File: src/rtl/risc_stack_pkg.sv
// Shared constants, level-width helper and push/pop op decode for the call stack.
package risc_stack_pkg;

  localparam int unsigned DefDataW = 12;
  localparam int unsigned DefDepth = 8;

  function automatic int unsigned level_w(input int unsigned depth);
    return $clog2(depth + 1);
  endfunction

  // Encoded as {push, pop} so the request pins map straight onto the op.
  typedef enum logic [1:0] {
    OpNop     = 2'b00,
    OpPop     = 2'b01,
    OpPush    = 2'b10,
    OpPushPop = 2'b11
  } stack_op_e;

endpackage

File: src/rtl/risc_stack_mem.sv
// Stack entry storage: single synchronous write port, single asynchronous read port.
module risc_stack_mem #(
  parameter int unsigned MEM_W = 12,
  parameter int unsigned DEPTH = 8,
  parameter int unsigned ADDR_W = $clog2(DEPTH)
) (
  input  logic              clk,
  input  logic              we,
  input  logic [ADDR_W-1:0] waddr,
  input  logic [MEM_W-1:0]  wdata,
  input  logic [ADDR_W-1:0] raddr,
  output logic [MEM_W-1:0]  rdata
);

  logic [MEM_W-1:0] mem [DEPTH];

  always_ff @(posedge clk) begin
    if (we) begin
      mem[waddr] <= wdata;
    end
  end

  // Out-of-range reads only occur for non-power-of-two depths at level 0; never consumed.
  always_comb begin
    rdata = '0;
    if (32'(raddr) < DEPTH) begin
      rdata = mem[raddr];
    end
  end

endmodule

File: src/rtl/risc_stack_gen2.sv
// Parametrised PC/PSW LIFO with status flags, sticky errors and a registered pop port.
// Optional per-entry even parity is enabled by defining RISC_STACK_PARITY_EN.
module risc_stack_gen2
  import risc_stack_pkg::*;
#(
  parameter int unsigned DATA_W    = DefDataW,
  parameter int unsigned DEPTH     = DefDepth,
  parameter int unsigned AFULL_LVL = DEPTH - 1
) (
  input  logic                      clk,
  input  logic                      reset,
  input  logic                      pushenbl,
  input  logic                      popenbl,
  input  logic [DATA_W-1:0]         pushdatain,
  input  logic                      clr_err,
  output logic [DATA_W-1:0]         popdataout,
  output logic                      pop_valid,
  output logic                      stack_full,
  output logic                      stack_empty,
  output logic                      half_full,
  output logic                      almost_full,
  output logic [level_w(DEPTH)-1:0] level,
`ifdef RISC_STACK_PARITY_EN
  output logic                      parity_err,
  output logic                      parity_err_sticky,
`endif
  output logic                      overflow,
  output logic                      underflow
);

  localparam int unsigned LvlW  = level_w(DEPTH);
  localparam int unsigned AddrW = $clog2(DEPTH);
`ifdef RISC_STACK_PARITY_EN
  localparam int unsigned MemW  = DATA_W + 1;
`else
  localparam int unsigned MemW  = DATA_W;
`endif

  logic [LvlW-1:0]   level_q, level_d;
  logic [DATA_W-1:0] pop_data_q, pop_data_d;
  logic              pop_valid_q, pop_valid_d;
  logic              overflow_q, overflow_d;
  logic              underflow_q, underflow_d;

  logic [LvlW-1:0]   top_idx;
  logic              is_full, is_empty;
  logic              mem_we;
  logic [AddrW-1:0]  mem_waddr;
  logic [MemW-1:0]   mem_wdata, mem_rdata;
  logic              mem_pop;
  stack_op_e         op;

  assign op       = stack_op_e'({pushenbl, popenbl});
  assign top_idx  = level_q - LvlW'(1);
  assign is_full  = (level_q == LvlW'(DEPTH));
  assign is_empty = (level_q == '0);

`ifdef RISC_STACK_PARITY_EN
  assign mem_wdata = {^pushdatain, pushdatain};
`else
  assign mem_wdata = pushdatain;
`endif

  always_comb begin
    level_d     = level_q;
    pop_data_d  = pop_data_q;
    pop_valid_d = 1'b0;
    overflow_d  = overflow_q & ~clr_err;
    underflow_d = underflow_q & ~clr_err;
    mem_we      = 1'b0;
    mem_waddr   = top_idx[AddrW-1:0];
    mem_pop     = 1'b0;
    unique case (op)
      OpPush: begin
        if (is_full) begin
          overflow_d = 1'b1;
        end else begin
          mem_we    = 1'b1;
          mem_waddr = level_q[AddrW-1:0];
          level_d   = level_q + LvlW'(1);
        end
      end
      OpPop: begin
        if (is_empty) begin
          underflow_d = 1'b1;
        end else begin
          mem_pop     = 1'b1;
          pop_data_d  = mem_rdata[DATA_W-1:0];
          pop_valid_d = 1'b1;
          level_d     = top_idx;
        end
      end
      OpPushPop: begin
        pop_valid_d = 1'b1;
        if (is_empty) begin
          pop_data_d = pushdatain;
        end else begin
          // Replace the top entry: read old value and write new one in the same cycle.
          mem_pop    = 1'b1;
          pop_data_d = mem_rdata[DATA_W-1:0];
          mem_we     = 1'b1;
        end
      end
      default: ;
    endcase
  end

  always_ff @(posedge clk) begin
    if (reset) begin
      level_q     <= '0;
      pop_data_q  <= '0;
      pop_valid_q <= 1'b0;
      overflow_q  <= 1'b0;
      underflow_q <= 1'b0;
    end else begin
      level_q     <= level_d;
      pop_data_q  <= pop_data_d;
      pop_valid_q <= pop_valid_d;
      overflow_q  <= overflow_d;
      underflow_q <= underflow_d;
    end
  end

`ifdef RISC_STACK_PARITY_EN
  logic par_err_q, par_err_d;
  logic par_sticky_q, par_sticky_d;

  always_comb begin
    par_err_d    = mem_pop & (^mem_rdata);
    par_sticky_d = (par_sticky_q & ~clr_err) | par_err_d;
  end

  always_ff @(posedge clk) begin
    if (reset) begin
      par_err_q    <= 1'b0;
      par_sticky_q <= 1'b0;
    end else begin
      par_err_q    <= par_err_d;
      par_sticky_q <= par_sticky_d;
    end
  end

  assign parity_err        = par_err_q;
  assign parity_err_sticky = par_sticky_q;
`else
  logic unused_mem_pop;
  assign unused_mem_pop = mem_pop;
`endif

  risc_stack_mem #(
    .MEM_W (MemW),
    .DEPTH (DEPTH),
    .ADDR_W(AddrW)
  ) u_mem (
    .clk  (clk),
    .we   (mem_we),
    .waddr(mem_waddr),
    .wdata(mem_wdata),
    .raddr(top_idx[AddrW-1:0]),
    .rdata(mem_rdata)
  );

  assign popdataout  = pop_data_q;
  assign pop_valid   = pop_valid_q;
  assign level       = level_q;
  assign stack_full  = is_full;
  assign stack_empty = is_empty;
  assign half_full   = (level_q >= LvlW'(DEPTH / 2));
  assign almost_full = (level_q >= LvlW'(AFULL_LVL));
  assign overflow    = overflow_q;
  assign underflow   = underflow_q;

endmodule

File: config.mk
export PLATFORM = sky130hd
export DESIGN_NAME = risc_stack_gen2
export DESIGN_NICKNAME = d
export VERILOG_FILES = /design/src/rtl/risc_stack_pkg.sv /design/src/rtl/risc_stack_mem.sv /design/src/rtl/risc_stack_gen2.sv
export SDC_FILE = /design/constraint.sdc
export NUM_CORES = 1
export LEC_CHECK = 0
export CAP_MARGIN = 20
export CELL_PAD_IN_SITES_DETAIL_PLACEMENT = 1
export CELL_PAD_IN_SITES_GLOBAL_PLACEMENT = 2
export CORE_AREA = 2 2 121 123
export CTS_BUF_LIST = sky130_fd_sc_hd__clkbuf_4 sky130_fd_sc_hd__clkbuf_8 sky130_fd_sc_hd__clkbuf_16
export DETAILED_ROUTE_END_ITERATION = 10
export DIE_AREA = 0 0 123 125
export GPL_ROUTABILITY_DRIVEN = 0
export GPL_TIMING_DRIVEN = 0
export PLACE_DENSITY = 0.64
export RECOVER_POWER = 25
export SETUP_SLACK_MARGIN = 0.1
export SLEW_MARGIN = 20
export SYNTH_ARGS = -nofsm -noshare
export SYNTH_HDL_FRONTEND = slang
export SYNTH_SLANG_ARGS = --single-unit
File: constraint.sdc
create_clock -name clk -period 3.7 [get_ports clk]
set_clock_uncertainty 0.05 [all_clocks]
set_input_delay 0.37 -clock clk [delete_from_list [all_inputs] [get_ports clk]]
set_output_delay 0.37 -clock clk [all_outputs]
set_load 0.01 [all_outputs]
# Yosys cells after proc, flatten, opt, wreduce, memory -nomap -nowiden
# Memory sizes are Yosys's and may differ from the RTL's.
# Index checks and enable logic that the tools add are counted.
[op_classes]
mux = 18
eq_ne = 6
order_cmp = 2
div = 0
mul = 0
n_reduce_logical = 5
bitwise = 3
n_addsub = 2
shifts = 0
[op_table]
columns = ["operator", "n"]
rows = [
  ["2-to-1 mux 12 bit", 2],
  ["case mux 12 bit (2 select lines)", 1],
  [">= comparator 4 x 3 -> 1 bit, second input constant", 2],
  ["2-to-1 mux 1 bit", 8],
  ["2-to-1 mux 4 bit", 2],
  ["case mux 4 bit (2 select lines)", 1],
  ["2-to-1 mux 3 bit", 2],
  ["adder 4 x 1 -> 4 bit, second input constant", 1],
  ["equality test 2 bit, second input constant", 2],
  ["equality test 4 bit, second input constant", 1],
  ["zero test 4 bit", 1],
  ["inequality test 2 bit, second input constant", 2],
  ["case mux 1 bit (2 select lines)", 2],
  ["nonzero test 2 bit", 2],
  ["subtractor 4 x 1 -> 4 bit, second input constant", 1],
  ["AND reduction 3 bit", 1],
  ["bitwise AND 1 bit", 2],
  ["equality test 2 x 1 -> 1 bit, second input constant", 1],
  ["AND reduction 2 bit", 1],
  ["inverter 1 bit", 1],
]
[totals]
mem_bits_rw = 96
output_inout_bits = 23
inputBits = 17
romBits = 0
ff_bits = 19
n_memories = 1
latchBits = 0
[mem_list]
columns = ["name", "words", "word_bits", "rd", "rd_clocked_by_memory_dff", "wr", "line_no", "text"]
rows = [
  ["u_mem.mem", 8, 12, 1, 0, 1, "risc_stack_mem.sv:15", "logic [MEM_W-1:0] mem [DEPTH];"],
]

# Longest topological paths before layout
[logic_depth]
ltp_word = 5
ltp_mapped = 10
mapped_depth_nobuf = 7

# By module
# A second synthesis with hierarchy kept.
[hier_totals]
cells_unflattened = 256
hier_area_um2 = 4709.5
[by_module_without_submodules]
columns = ["module", "cells_per_inst", "seq_area_each_um2", "n_inst", "area_per_inst_um2"]
rows = [
  ["risc_stack_mem", 152, 2882.8, 1, 3747.3],
  ["risc_stack_gen2", 104, 380.4, 1, 962.2],
]

# Worst setup path after synthesis
# OpenSTA, ideal clock, no wires.
[synth_timing]
path_type = "flip-flop to flip-flop"
start = "register level_q[0] (netlist: level[0])"
end = "memory u_mem.mem[0][0] (enable)"
t_required_ns = 3.251
path_slack_ns = 0.307
t_arrival_ns = 2.943
path_buffers = 3
path_stages_with_launch = 9
setup_time_ns = 0.399
path_cell_list = "dfxtp_1 clkbuf_1 inv_1 ha_1 buf_6 and3b_2 clkbuf_1 o31ai_2 nor3b_1"
[synth_between]
elab_chain_len = 5
elab_cells_between_ends = 10
[synth_lines]
columns = ["item", "line_no", "text"]
rows = [
  ["start: declaration", "risc_stack_gen2.sv:39", "logic [LvlW-1:0] level_q, level_d;"],
  ["start signal: assignment", "risc_stack_gen2.sv:116", "level_q <= level_d;"],
  ["equality test 4 bit *", "risc_stack_gen2.sv:55", "assign is_full = (level_q == LvlW'(DEPTH));"],
  ["named net stack_full", "risc_stack_gen2.sv:18", "output logic stack_full,"],
  ["2-to-1 mux 1 bit", "risc_stack_gen2.sv:75", "if (is_full) begin"],
  ["case mux 1 bit (2 select lines)", "risc_stack_gen2.sv:73", "unique case (op)"],
  ["2-to-1 mux 1 bit", "risc_stack_mem.sv:18", "if (we) begin"],
  ["2-to-1 mux 1 bit (not written as such)", "risc_stack_mem.sv:19", "mem[waddr] <= wdata;"],
  ["end: declaration", "risc_stack_mem.sv:15", ""],
]
# The timed path passes the listed nets; every way through them passes the cells marked *.

# Worst setup path after layout
[layout_timing]
start = "register level_q[0] (netlist: level[0])"
end = "memory u_mem.mem[7][9] (enable)"
[layout_between]
elab_chain_len = 5
elab_cells_between_ends = 10
[layout_lines]
columns = ["item", "line_no"]
rows = [
  ["equality test 4 bit or zero test 4 bit (tied branches)", "risc_stack_gen2.sv:55, risc_stack_gen2.sv:56"],
  ["2-to-1 mux 1 bit (on tied branches)", "risc_stack_gen2.sv:75, risc_stack_gen2.sv:95"],
  ["case mux 1 bit (2 select lines)", "risc_stack_gen2.sv:73"],
  ["2-to-1 mux 1 bit", "risc_stack_mem.sv:18"],
  ["2-to-1 mux 1 bit (not written as such)", "risc_stack_mem.sv:19"],
]
# Several ways; a longest one is shown, not always the timed one.

==> flow_summary_export.csv <==
group,metric,value,unit
global_routing,grt_antenna_before_repair,0,
sta,slew_viol_final,0,
outcome,status,"completed",
cells_and_area,drive_above_1_share,29.0,%
power_and_ir_drop,leakage,0.00217,uW
routing,drt_wl_total,11.8,mm
worst_setup_path,path_cells,"clkbuf_2, inv_1, ha_1, buf_6, and3b_2, clkbuf_1, o21ai_0, o31ai_4, nor3b_2, buf_4, buf_6",
power_and_ir_drop,vdd_drop_max,0.301,mV
yosys,synth_flop_cell,"edfxtp_1",
yosys,synth_cell_types,44,
clock_tree,clock-sinks,115,
cells_and_area,layout.nets,371,
global_routing,grt.total_usage,16.7,%
placed_design,dpl.cell_count,517,
yosys,syn_area,4860,um2
sta,period_needed,3300,ps
yosys,yosysWarnings,0,
cells_and_area,finalInstanceArea,6150,um2
die,start_util,34.2,%
min_path,min_path_type,"in -> reg",
job,cap_viol_max_count,0,
die,core-area,14200,um2
placed_design,post-dp-hpwl,7.79,mm
cells_and_area,final_cell_mix,"edfxtp_1, mux2i_1, clkdlybuf4s50_1",
worst_setup_path,cp_top_family,"buffers and inverters",
yosys,syn-num-nets,305,
power_and_ir_drop,p_total,3780,uW
cells_and_area,final_cells,549,
cells_and_area,final_common_cell,"edfxtp_1",
power_and_ir_drop,seq_power_share,40.8,%
global_routing,grt_pass1_vias,2992,
min_path,hp-start,"pushenbl",
placed_design,dp_slack,-244,ps
die,floorplan.die.width,123,um
routing,ant_nets,0,
yosys,async_flop_share,0,%
clock_tree,cts_root_buf,"clkbuf_16",
clock_tree,cts_tree,"yes",
yosys,seq_area_frac_synth,67.1,%
sta,finalCritPeriodShare,89.3,%
worst_setup_path,cpMostUsedCell,"buf_6",
power_and_ir_drop,intPower,2770,uW
worst_setup_path,cp.required,3770,ps
sta,finalSetupViolCount,0,
clock_tree,clk_latency,410,ps
sta,max_freq,303,MHz
die,dieArea,15400,um2
worst_setup_path,cp_max_fo,10,
yosys,synth-seq-cells,115,
yosys,synthCells,286,
power_and_ir_drop,clockPowerShare,37.8,%
routing,route.detailed.drc,0,
die,ios,40,
die,die_y,125,um
worst_setup_path,slowest_delay,430,ps
routing,firstDrtPassIters,4,
sta,fin_ws,396,ps
clock_tree,cts_buffers,17,
power_and_ir_drop,switching_share,26.8,%
sta,tightest_slew,1050,ps
die,row_count,44,
sta,grt_setup_unrepaired,"no",
worst_setup_path,start_kind,"register",
sta,slew_headroom,29.3,%
clock_tree,cts_max_level,4,
placed_design,placed_area,5600,um2
worst_setup_path,regToRegStartpoint,"level[0]",
worst_setup_path,critPathLaunch,"level[0]",
cells_and_area,antennaDiodeCount,0,
clock_tree,cts.clk_slew.worst_paths,50,ps
clock_tree,clockBufferDepth,2,
sta,hold_viol,0,
worst_setup_path,critPathBufInv,6,
yosys,synth-edff-count,96,
power_and_ir_drop,p_sw,1010,uW
routing,via_count,2782,
global_routing,grt_pass1_wl,18.2,mm
worst_setup_path,worstPathArrival,3370,ps
sta,whs,366,ps
yosys,avgSynthCellArea,17.0,um2
routing,wl_per_cell,21.4,um
power_and_ir_drop,power_density,615,nW/um2
worst_setup_path,cp-end-kind,"register",
global_routing,grt_overflow,0,
placed_design,io_buffers,36,
cells_and_area,syn_to_final_growth,26.5,%
worst_setup_path,crit_type,"reg -> reg",
worst_setup_path,slowest_stage,"nor3b_2",
routing,drt_iter0_drc,178,
clock_tree,cts_hold_buf,0,
power_and_ir_drop,share_comb_of_total_power,21.4,%
routing,viasPerCell,5.07,
global_routing,grt_max_degree,18,
==> power by group through the flow <==
stage | clock, uW | combinational (uW) | sequential, uW
floorplan | 0 | 501 | 1570
global placement | 0 | 774 | 1570
detailed placement | 0 | 814 | 1570
CTS | 1470 | 823 | 1540
global route | 1520 | 879 | 1550
finish | 1430 | 810 | 1540
==> metal layers <==
layer,global-route usage (%),up-vias,part of all wire (%)
met5,0,-,0
met4,7.15,0,1.8
met3,4.38,15,3.3
met2,26.9,65,51
met1,21.4,1439,44
li1,-,1263,-
==> worst register-to-register path, delay by kind of cell (launching register included) <==
kind                       cells  cell delay (ps)
adders and majority gates      1              230
buffers and inverters          6             1160
and+or+nand+nor                2              620
DFF                            1              400
AOI/OAI and AO/OA              2              560
==> worst paths after layout <==
path / cells past startpoint / endpoint / slack [ps]
worst max register to register: 11 / u_mem.mem[7][9] / 400
worst min-delay path: 3 / overflow / 370
worst max-delay path: 11 / u_mem.mem[7][9] / 400
worst min register to register: 2 / popdataout[3] / 410
==> Yosys cell counts (3+ instances only) <==
library cell | number | share of area, %
mux4_2 | 20 | 9.3
a21oi_2 | 5 | 0.90
nor2_1 | 15 | 1.2
buf_2 | 6 | 0.62
o21ai_0 | 4 | 0.41
edfxtp_1 | 96 | 59
nand3_1 | 3 | 0.31
clkbuf_1 | 5 | 0.39
a221oi_1 | 4 | 0.72
nor3b_1 | 4 | 0.62
inv_1 | 10 | 0.77
nor3_1 | 4 | 0.41
a21oi_1 | 9 | 0.93
dfxtp_1 | 19 | 7.8
buf_6 | 3 | 0.69
nand2_1 | 6 | 0.46
a221oi_2 | 9 | 2.8
mux2i_1 | 29 | 6.0
==> registers in the layout, indices dropped and copies added, names as in the netlist <==
register	cells
overflow	1
u_mem.mem	96
level	4
underflow	1
pop_valid	1
popdataout	12
==> metrics by stage <==
stage / TNS (ps) / util (%)
6_report: 0 / 43.3
5_1_grt: 0 / 43.3
4_1_cts: 0 / 43.2
3_5_place_dp: -3650 / 39.4
3_3_place_gp: -97030 / 38.4
2_1_floorplan: 0 / -
==> area by class of cell <==
class,instances,area [um2]
Clock buffer,24,484
Sequential cell,115,3260
Clock inverter,8,37.5
Multi-Input combinational cell,141,1490
Buffer,19,123
Tap cell,184,230
Fill cell,1446,8060
Inverter,10,37.5
Timing Repair Buffer,48,480
==> repair_timing <==
item,in CTS,in global routing
setup buffers,0,1
resized for setup,2,3
pin swaps,0,1
endpoints found under the setup margin,46,50
==> kinds of logic (layout without fill, tap and decap cells) <==
logic type | after synthesis | in the layout | share of synthesized area, %
and+or+nand+nor | 44 | 44 | 4.97
muxes | 49 | 49 | 15.2
DFF | 115 | 115 | 67.1
buffers and inverters | 30 | 109 | 3.35
adders and majority gates | 2 | 2 | 0.515
AOI/OAI and AO/OA | 41 | 41 | 7.54
xor gates and xnor gates | 5 | 5 | 1.29
(Power assumes the default switching activity.)
